**config.mk**
```make
export PLATFORM = sky130hd
export DESIGN_NAME = uart_tx
export DESIGN_NICKNAME = d
export VERILOG_FILES = /design/src/rtl/uart_pkg.sv /design/src/rtl/uart_bit_timer.sv /design/src/rtl/uart_tx.sv
export SDC_FILE = /design/constraint.sdc
export NUM_CORES = 1
export LEC_CHECK = 0
export ABC_AREA = 1
export CAP_MARGIN = 40
export CORE_ASPECT_RATIO = 0.7
export CORE_MARGIN = 2
export CORE_UTILIZATION = 51
export CTS_CLUSTER_SIZE = 16
export DETAILED_ROUTE_END_ITERATION = 6
export HOLD_SLACK_MARGIN = 0.05
export MAX_ROUTING_LAYER = met4
export PLACE_DENSITY_LB_ADDON = 0.05
export SYNTH_ARGS = -nofsm -noshare
export SYNTH_HDL_FRONTEND = slang
export SYNTH_SLANG_ARGS = --single-unit
```
**constraint.sdc**
```tcl
create_clock -name tx_Clk -period 1.7 [get_ports tx_Clk]
set_input_delay 0.255 -clock tx_Clk [delete_from_list [all_inputs] [get_ports tx_Clk]]
set_output_delay 0.255 -clock tx_Clk [all_outputs]
set_load 0.01 [all_outputs]
```
**src/rtl/uart_pkg.sv**
```systemverilog
// Shared UART definitions: transmitter state encoding, frame constants and
// line levels used by both the transmitter and the receiver.
package uart_pkg;

    typedef enum logic [2:0] {
        IDLE,
        START,
        DATA,
        PARITY,
        STOP
    } tx_state_t;

    localparam int   CLKS_PER_BIT_DEF = 16;
    localparam int   DATA_BITS        = 8;

    localparam logic IDLE_LEVEL  = 1'b1;
    localparam logic START_LEVEL = 1'b0;
    localparam logic STOP_LEVEL  = 1'b1;

    function automatic logic even_parity(input logic [DATA_BITS-1:0] data);
        return ^data;
    endfunction

endpackage

```
**src/rtl/uart_bit_timer.sv**
```systemverilog
// Per-bit clock counter: counts 0..CLKS_PER_BIT-1 while running and flags the
// terminal count so the owning state machine can advance one bit.
module uart_bit_timer #(
    parameter int CLKS_PER_BIT = 16
) (
    input  logic i_clk,
    input  logic i_rst,
    input  logic i_clear,
    input  logic i_run,
    output logic o_bit_tick
);

    localparam logic [7:0] LAST_CNT = 8'(CLKS_PER_BIT - 1);

    logic [7:0] r_cnt;

    always_ff @(posedge i_clk or posedge i_rst) begin
        if (i_rst) begin
            r_cnt <= '0;
        end else if (i_clear) begin
            r_cnt <= '0;
        end else if (i_run) begin
            r_cnt <= (r_cnt == LAST_CNT) ? 8'd0 : r_cnt + 8'd1;
        end
    end

    assign o_bit_tick = i_run && (r_cnt == LAST_CNT);

endmodule

```
**src/rtl/uart_tx.sv**
```systemverilog
// UART transmitter: 8N1 framing with optional even parity, LSB first.
// Line, active and done are registered one cycle behind the state register.
module uart_tx
    import uart_pkg::*;
#(
    parameter int CLKS_PER_BIT = CLKS_PER_BIT_DEF,
    parameter bit PARITY_EN    = 1'b0
) (
    input  logic       tx_Clk,
    input  logic       rst,
    input  logic       enable,
    input  logic [7:0] i_TX_byte,
    input  logic       i_TX_valid,
    output logic       o_TX_ready,
    output logic       o_TX_serial,
    output logic       o_TX_active,
    output logic       o_TX_done,
    output logic [9:0] o_TX_buffer
);

    localparam logic [2:0] LAST_BIT = 3'(DATA_BITS - 1);

    tx_state_t   r_state;
    tx_state_t   w_next;
    logic [7:0]  r_data;
    logic [9:0]  r_buffer;
    logic [2:0]  r_bit_cnt;
    logic        r_serial;
    logic        r_active;
    logic        r_done;
    logic        w_tick;
    logic        w_accept;
    logic        w_serial_nxt;
    logic        w_active_nxt;
    logic        w_done_nxt;

    // Ready depends on registered state only; reset forces it low.
    assign o_TX_ready = (r_state == IDLE) && enable && !rst;
    assign w_accept   = i_TX_valid && o_TX_ready;

    uart_bit_timer #(
        .CLKS_PER_BIT(CLKS_PER_BIT)
    ) u_bit_timer (
        .i_clk      (tx_Clk),
        .i_rst      (rst),
        .i_clear    (r_state == IDLE),
        .i_run      (r_state != IDLE),
        .o_bit_tick (w_tick)
    );

    always_ff @(posedge tx_Clk or posedge rst) begin
        if (rst) begin
            r_state <= IDLE;
        end else begin
            r_state <= w_next;
        end
    end

    always_comb begin
        w_next = r_state;
        case (r_state)
            IDLE:    if (w_accept) w_next = START;
            START:   if (w_tick) w_next = DATA;
            DATA:    if (w_tick && (r_bit_cnt == LAST_BIT)) w_next = PARITY_EN ? PARITY : STOP;
            PARITY:  if (w_tick) w_next = STOP;
            STOP:    if (w_tick) w_next = IDLE;
            default: w_next = IDLE;
        endcase
    end

    always_comb begin
        w_serial_nxt = IDLE_LEVEL;
        w_active_nxt = 1'b1;
        w_done_nxt   = (r_state == STOP) && w_tick;
        case (r_state)
            IDLE:    w_active_nxt = 1'b0;
            START:   w_serial_nxt = START_LEVEL;
            DATA:    w_serial_nxt = r_data[r_bit_cnt];
            PARITY:  w_serial_nxt = even_parity(r_data);
            STOP:    w_serial_nxt = STOP_LEVEL;
            default: w_serial_nxt = IDLE_LEVEL;
        endcase
    end

    always_ff @(posedge tx_Clk or posedge rst) begin
        if (rst) begin
            r_serial <= IDLE_LEVEL;
            r_active <= 1'b0;
            r_done   <= 1'b0;
        end else begin
            r_serial <= w_serial_nxt;
            r_active <= w_active_nxt;
            r_done   <= w_done_nxt;
        end
    end

    // The byte is held unshifted so the parity bit can be formed from it later.
    always_ff @(posedge tx_Clk or posedge rst) begin
        if (rst) begin
            r_data    <= '0;
            r_buffer  <= '0;
            r_bit_cnt <= '0;
        end else begin
            if (w_accept) begin
                r_data   <= i_TX_byte;
                r_buffer <= {STOP_LEVEL, i_TX_byte, START_LEVEL};
            end
            if (r_state != DATA) begin
                r_bit_cnt <= '0;
            end else if (w_tick) begin
                r_bit_cnt <= r_bit_cnt + 3'd1;
            end
        end
    end

    assign o_TX_serial = r_serial;
    assign o_TX_active = r_active;
    assign o_TX_done   = r_done;
    assign o_TX_buffer = r_buffer;

endmodule

```
# Yosys cells after proc, flatten, opt, wreduce, memory -nomap -nowiden
# Cells that the tools add are included.
word_totals:
  out_inout_bits: 14
  elab_cells: 51
  reg_bits: 34
  inputBits: 12
classes:
  order_cmp: 1
  n_addsub: 2
  n_reduce_logical: 13
  eq_ne: 12
  mux: 15
op_table:
  columns: ["op", "n"]
  rows:
  - ["8-bit 2-to-1 mux", 3]
  - ["3-bit 2-to-1 mux", 7]
  - ["3-bit case mux with 5 select lines", 1]
  - ["2-bit != test, second input constant", 5]
  - ["8-bit by 1-bit adder with 8-bit output, second input constant", 1]
  - ["8-bit by 4-bit == test with 1-bit output, second input constant", 1]
  - ["8-bit XOR reduction", 1]
  - ["3-bit by 2-bit == test with 1-bit output, second input constant", 2]
  - ["3-bit == test, second input constant", 2]
  - ["1-bit logical AND", 6]
  - ["5-bit AND reduction", 1]
  - ["3-bit by 4-bit less-than comparator with 1-bit output, second input constant", 1]
  - ["2-bit nonzero test", 2]
  - ["3-bit by 1-bit adder with 3-bit output, second input constant", 1]
  - ["1-bit binary-select mux with 3-bit select", 1]
  - ["3-bit by 1-bit == test with 1-bit output, second input constant", 1]
  - ["3-bit zero test", 1]
  - ["3-bit by 2-bit != test with 1-bit output, second input constant", 1]
  - ["1-bit case mux with 3 select lines", 1]
  - ["3-bit nonzero test", 1]
  - ["1-bit 2-to-1 mux", 2]
  - ["1-bit zero test", 1]

# Depth between registers and ports, before layout
logic_depth:
  ltp_word: 6
  depth_mapped: 10
  depth_no_buf: 10

# By module
# From an unflattened synthesis, not the netlist that was laid out.
hier_totals:
  cells_unflattened: 209
  hier_area_um2: 1537.7
by_module_without_submodules:
  columns: ["module", "seq_area_each_um2", "cells_each", "instances", "area_each_um2"]
  rows:
  - ["uart_tx", 451.7, 142, 1, 1063.5]
  - ["uart_bit_timer", 200.2, 67, 1, 474.2]

# Worst setup path after synthesis
# No wires, ideal clock.
synth_timing:
  kind: "input -> register"
  from: "input port rst"
  to: "register r_state[1]"
  t_arrival_ns: 1.562
  setup_ns: 0.117
  path_slack_ns: 0.021
  n_path_buf: 0
  cell_stages: 8
  t_required_ns: 1.583
  cell_sequence: "inv_1 -> nand2_1 -> nor2_4 -> nand2_4 -> nand2_1 -> nand2_1 -> nand2_1 -> nand2_1"
synth_via:
  elab_chain_len: 5
synth_lines:
  columns: ["element", "line", "source"]
  rows:
  - ["start: declaration", "uart_tx.sv:10", "input logic rst,"]
  - ["1-bit zero test (no line)", null, null]
  - ["1-bit logical AND", "uart_tx.sv:38", "assign o_TX_ready = (r_state == IDLE) && enable && !rst;"]
  - ["net o_TX_ready", "uart_tx.sv:14", "output logic o_TX_ready,"]
  - ["1-bit logical AND", "uart_tx.sv:39", "assign w_accept = i_TX_valid && o_TX_ready;"]
  - ["2-bit != test (no line)", null, null]
  - ["5-bit AND reduction (no line)", null, null]
  - ["end signal: assignment", "uart_tx.sv:55", "r_state <= w_next;"]
  - ["end: declaration", "uart_tx.sv:23", "tx_state_t r_state;"]
# The timed path passes the listed nets, and every way through them passes these cells.
# A chain may end at the register's enable or synchronous reset.

# Final worst setup path
layout_timing:
  from: "register r_serial (netlist: o_TX_serial)"
  to: "output port o_TX_serial"
layout_rtl:
  columns: ["element", "line", "source"]
  rows:
  - ["start: declaration", "uart_tx.sv:28", "logic r_serial;"]
  - ["start signal: assignment", "uart_tx.sv:91", "r_serial <= w_serial_nxt;"]
  - ["end: declaration", "uart_tx.sv:15", "output logic o_TX_serial,"]
# No word-level cell between the ends.

==> results.txt <==
- The tool flagged a number of max-cap violations equal to 0.
* Final number of hold-violating endpoints: 0
- Final hold analysis gives a worst-case slack of 0.351 ns.
* Pin count of the biggest net entering global routing: 27
- Final nets: 236
* H-Tree Depth: 1
- Routed len/inst: 11.7 um
* Number of synthesized flops with an enable pin: 0
- Synthesis produced a netlist whose cell count is 188.
* Total congestion overflow: 0
- Final routed wirelength across all metal layers: 3000 um
* Number of antenna violations at the first check in global routing: 0
* Count of buffering cells on the critical path with inverters included: 1
- Clock latency on the worst-skew pair: 0.28 ns
- The slowest stage of the critical path belongs to the cell sky130_fd_sc_hd__dfstp_2.
- The worst setup path is captured at an output pin.
* CP Cell Sequence: clkdlybuf4s50_1
- In this run, CTS created clock tree buffers numbering 3.
- Maximum buffer depth of the clock tree: 2
- Along the worst path, the maximum fanout reaches 1.
* Static leakage power: 0.911 nW
- Floorplan Core Area: 2740 um^2
- Largest stage delay on the critical path: 0.53 ns
- Summed over all nets, the half-perimeter wirelength after detailed placement is 2300 um.
* Cell count after placement: 250
* Die Area: 3270 um^2
* Drc violations: 0
* Number of cells in the finished layout apart from fillers: 256
* Maximum achievable frequency: 633 MHz
* Vias per inst: 4.84
* Via count of the first global-routing pass: 1203
- Placement row count: 16
- During placement, the flow inserted port buffers numbering 24.
* Power density relative to cell area: 1500 nW/um^2
- First-pass DRT Iterations: 4
- Avg Inst Size Synth: 7.67 um^2
- Vertical extent of the die: 48.5 um
- Data on the critical path is required at its endpoint by 1.44 ns.
- Syn. warnings: 0
- The number of nets in the synthesized netlist is 203.
- Slew Viols, Final: 0
- Outcome: finished, final reports clean
- Number of diodes added for antenna fixing: 0
- Of the synthesized area, sequential elements account for 0.452.
- The root buffer cell chosen for the clock tree is sky130_fd_sc_hd__clkbuf_8.
* Top post-synthesis cells by count: sky130_fd_sc_hd__nand2_1 (61), sky130_fd_sc_hd__dfrtp_1 (25), sky130_fd_sc_hd__nor2_1 (25)
- Nature of the critical path startpoint: flip-flop
- In the post-synthesis netlist, the cell with the most instances is sky130_fd_sc_hd__nand2_1.
* Path type of the worst min-delay path: in2async
* Placer Congestion: 0.837
- Of the post-synthesis cell area, the dominant cell type holds 0.434.
- Layout cell share with drive strength beyond 1: 0.132
- IO Count: 26
* Time the worst path needs with I/O delays and setup: 1.58 ns
- Routed via count: 1240
* Global-route wire length before repair: 5290 um
* Clock edge transition at the registers on the reported setup and hold paths: 0.10 ns
- Largest clock skew in the final design: 0.0133 ns
* Antenna violation net count after detailed routing: 0
- Clock sink total: 26
* Top post-synthesis cells by area: sky130_fd_sc_hd__dfrtp_1 (43%), sky130_fd_sc_hd__nand2_1 (16%), sky130_fd_sc_hd__nor2_1 (6.5%)
- Final period utilization: 0.929
- Die X-Extent: 67.5 um
* Area added between synthesis and finish: 27.6%
* CP delay by family, top: flip-flops
- The worst-case IR drop observed on VDD is 0.000777 V.
- Total Routing Usage GR: 0.219
- Most used flip-flop cell after synthesis: sky130_fd_sc_hd__dfrtp_1
* Setup Viol. Count Final: 0
- Proportion of register bits with asynchronous set or reset after synthesis: 1.00
- Cell type contributing the most total cell area after synthesis: sky130_fd_sc_hd__dfrtp_1
- TritonCTS built the clock tree.
* Cts-stage hold buffer count: 0
* Iteration-0 DRC count of the detailed router: 94
* Register bit total from synthesis: 26
- RSZ-0062 raised after global routing: false
- Crit path arrival time: 1.32 ns
* Initial standard-cell utilization of the core: 0.526
* Crit Path Class: reg2out
- In this run the cell area of the synthesized design comes to 1440 um^2.
* Unique masters post-synth: 25
- Summed over all failing endpoints, the final setup total negative slack is 0 ns.
-- where the power goes --
| part | total [mW] | switching [mW] | internal [mW] |
|---|---|---|---|
| Clock | 0.524 | 0.209 | 0.316 |
| Combinational | 1.29 | 0.719 | 0.574 |
| Sequential | 0.940 | 0.143 | 0.796 |
| Total | 2.76 | 1.07 | 1.69 |
-- path summary, 6_finish.rpt --
| kind | startpoint | to | slack (ns) | depth (start not counted) |
|---|---|---|---|---|
| worst max-delay path | o_TX_serial$_DFF_PP1_ | o_TX_serial | 0.12 | 1 |
| worst min-delay path | rst | r_bit_cnt[1]$_DFFE_PP0P_ | 0.35 | 3 |
| worst max register to register | u_bit_timer.r_cnt[0]$_DFF_PP0_ | r_state[1]$_DFFE_PP0P_ | 0.18 | 10 |
| worst min register to register | u_bit_timer.r_cnt[0]$_DFF_PP0_ | u_bit_timer.r_cnt[0]$_DFF_PP0_ | 0.48 | 1 |
| max in group asynchronous | rst | o_TX_serial$_DFF_PP1_ | 1.05 | 3 |
| min in group tx_Clk | u_bit_timer.r_cnt[0]$_DFF_PP0_ | u_bit_timer.r_cnt[0]$_DFF_PP0_ | 0.48 | 1 |
-- cell families after synthesis --
kind of cell               after synthesis  synth area share
buffers and inverters                   25            0.0755
AOI/OAI and AO/OA                       19            0.0920
other                                    1           0.00260
and+or+nand+nor                        112             0.339
xor gates and xnor gates                 2            0.0122
adders and majority gates                3            0.0260
DFF                                     26             0.452
-- stage by stage --
| step | util | power [mW] | setup slack (ns) | area, um^2 |
|---|---|---|---|---|
| CTS | 0.671 | 2.78 | 0.112 | 1840 |
| global route | 0.671 | 3.00 | 0.0284 | 1840 |
| detailed placement | 0.637 | 2.21 | -0.0155 | 1750 |
| global placement | 0.637 | 2.17 | -0.00903 | 1750 |
| floorplan | - | 1.73 | 0.0209 | 1440 |
| finish | 0.671 | 2.76 | 0.120 | 1840 |
-- registers in the layout (all words and copies together) (netlist names) --
name               flops
r_data                 7
o_TX_buffer            2
o_TX_done              1
o_TX_active            1
o_TX_serial            1
u_bit_timer.r_cnt      8
r_state                3
r_bit_cnt              3
-- layer usage --
metal	track usage	wire (um)
met5	-	0
met4	0.0408	13
met3	0.0558	126
met2	0.337	1380
met1	0.296	1480
-- timing repair --
item                                    CTS  global route
endpoints found under the setup margin    1             0
gates resized for setup                   4             0
buffers inserted                          2             0
-- layout make-up --
class	count	area, um^2
fillers	214	903
multi-input cells	137	686
inverters	23	86.3
clock inverters	1	30.0
repair buffers	30	297
flip-flops and latches	26	654
clock buffers	3	41.3
well taps	36	45.0
-- tightest hold or removal path: stages --
cell	delay [ns]
sky130_fd_sc_hd__clkdlybuf4s50_1	0.40
sky130_fd_sc_hd__inv_1	0.07
sky130_fd_sc_hd__buf_4	0.31
-- placed cells by master, fill, tap and decap left out, drive strengths merged --
| cell type | instances |
|---|---|
| dfstp | 1 |
| xnor2 | 1 |
| nor2 | 30 |
| nand3 | 15 |
| nand2 | 63 |
| nor3b | 2 |
| inv | 23 |
| nor3 | 1 |
| o211ai | 2 |
| conb | 1 |
| clkbuf | 3 |
| bufinv | 1 |
| ha | 3 |
| a21oi | 10 |
| dlygate4sd2 | 1 |
| clkdlybuf4s50 | 23 |
| o21ai | 6 |
| buf | 6 |
| dfrtp | 25 |
| nand3b | 1 |
| xor2 | 1 |
| o21bai | 1 |
(Power assumes the default switching activity.)
==> RTL edit (same flow settings) <==
The parameter `PARITY_EN` goes from 1'b0 to 1'b1.
--- a/src/rtl/uart_tx.sv
+++ b/src/rtl/uart_tx.sv
@@ -4,7 +4,7 @@
     import uart_pkg::*;
 #(
     parameter int CLKS_PER_BIT = CLKS_PER_BIT_DEF,
-    parameter bit PARITY_EN    = 1'b0
+    parameter bit PARITY_EN    = 1'b1
 ) (
     input  logic       tx_Clk,
     input  logic       rst,
Function: same outputs for any inputs over 10 cycles, from zero or initial values and one cycle with rst high; that may be too few to reach the edited logic, so the function may still have changed.
==> RTL edit against the original RTL <==
Setup slack lost 0.034 ns. Synthesized area is 0.43% higher. Critical path type unchanged. Largest cell class unchanged. Power increased by 2.8%. Critical endpoint is now o_TX_ready. Design area fell by 1.4%. Routed wire length down 0.10%. Sequential cell count unchanged. Non-clock buffer count decreased by 1.
==> RTL edit: results <==
{
  "status": "finished, final reports clean",
  "dp.cells": 252,
  "grt_pass1_wl_um": 5410,
  "r2r_start": "u_bit_timer.r_cnt[0]",
  "worst_ep_arrival_time_ns": 1.36,
  "wl_met3_um": 133,
  "grt_pass1_vias": 1239,
  "synth_commonest_cells": "50 x nand2_1, 29 x inv_1, 25 x dfrtp_1, 25 x nor2_1, 17 x nand3_1",
  "syn_nets": 204,
  "routed_wirelength_um": 3000,
  "ir_worst_vdd_uv": 811,
  "setup_viol": 0,
  "gr-usage-met2": 0.353,
  "num_antenna_cells": 0,
  "dp_hpwl_um": 2290,
  "drive_gt1_frac": 0.123,
  "wl_per_cell_um": 11.7,
  "place.gp.congestion": 0.857,
  "crit_start": "r_state[0]",
  "r2r_setup_slack_ns": 0.18,
  "whs_ns": 0.457,
  "wl_met1_um": 1420,
  "cts_max_level": 1,
  "ys_top_cells_by_area": "dfrtp_1 43%, nand2_1 13%, inv_1 7.5%",
  "wl_met2_um": 1410,
  "sw_frac_of_total": 0.425,
  "fmax_ghz": 0.620,
  "seq_power_mw": 0.999,
  "cp_max_fo": 7,
  "grtUsageMet1": 0.290,
  "dpl-instance-area_um2": 1750,
  "slowest_delay_ns": 0.43,
  "ys_seq_area_frac": 0.450,
  "p_leak_nw": 0.891,
  "io_buffers": 24,
  "pre_cts_ws_ns": -0.0757,
  "seq_power_share": 0.352,
  "drt_iter0_drc": 102,
  "avgSynthCellArea_um2": 7.66,
  "crit_path_top_delay_cell": "dfrtp_1",
  "nFillCells": 251,
  "dr.pass1.iters": 4,
  "synth_cell_type_count": 24,
  "drt-vias-per-instance": 4.97,
  "clk_pin_slew_worst_paths_ns": 0.09,
  "clkPwrFrac": 0.126,
  "grt_use_met3": 0.0488,
  "grt_start_max_net_pins": 18,
  "grt_use_total": 0.222,
  "cp-endpoint": "o_TX_ready",
  "clock_skew_ns": 0.00450
}
RTL edit: cell families after synthesis:
kind of cell               Yosys count  synth area share
and+or+nand+nor                    104             0.322
buffers and inverters               31            0.0882
DFF                                 26             0.450
AOI/OAI and AO/OA                   23             0.105
adders and majority gates            3            0.0259
xor gates and xnor gates             1           0.00605
other                                1           0.00259
RTL edit: layout make-up:
cell class,instances,area (um2),share of cell area
Inverter,29,109,0.0600
Clock buffer,4,45.0,0.0248
Timing Repair Buffer,29,278,0.153
Tap cell,36,45.0,0.0248
Multi-Input combinational cell,132,684,0.378
Sequential cell,26,652,0.360
RTL edit: tightest hold or removal path, stage by stage:
cell and delay (ns):
clkdlybuf4s50_1 0.46, buf_4 0.16, inv_1 0.25
RTL edit: what timing repair did:
action,CTS,global route
resized for setup,1,5
setup endpoints to repair,1,4
hold buffers,0,0
buffers inserted,0,0
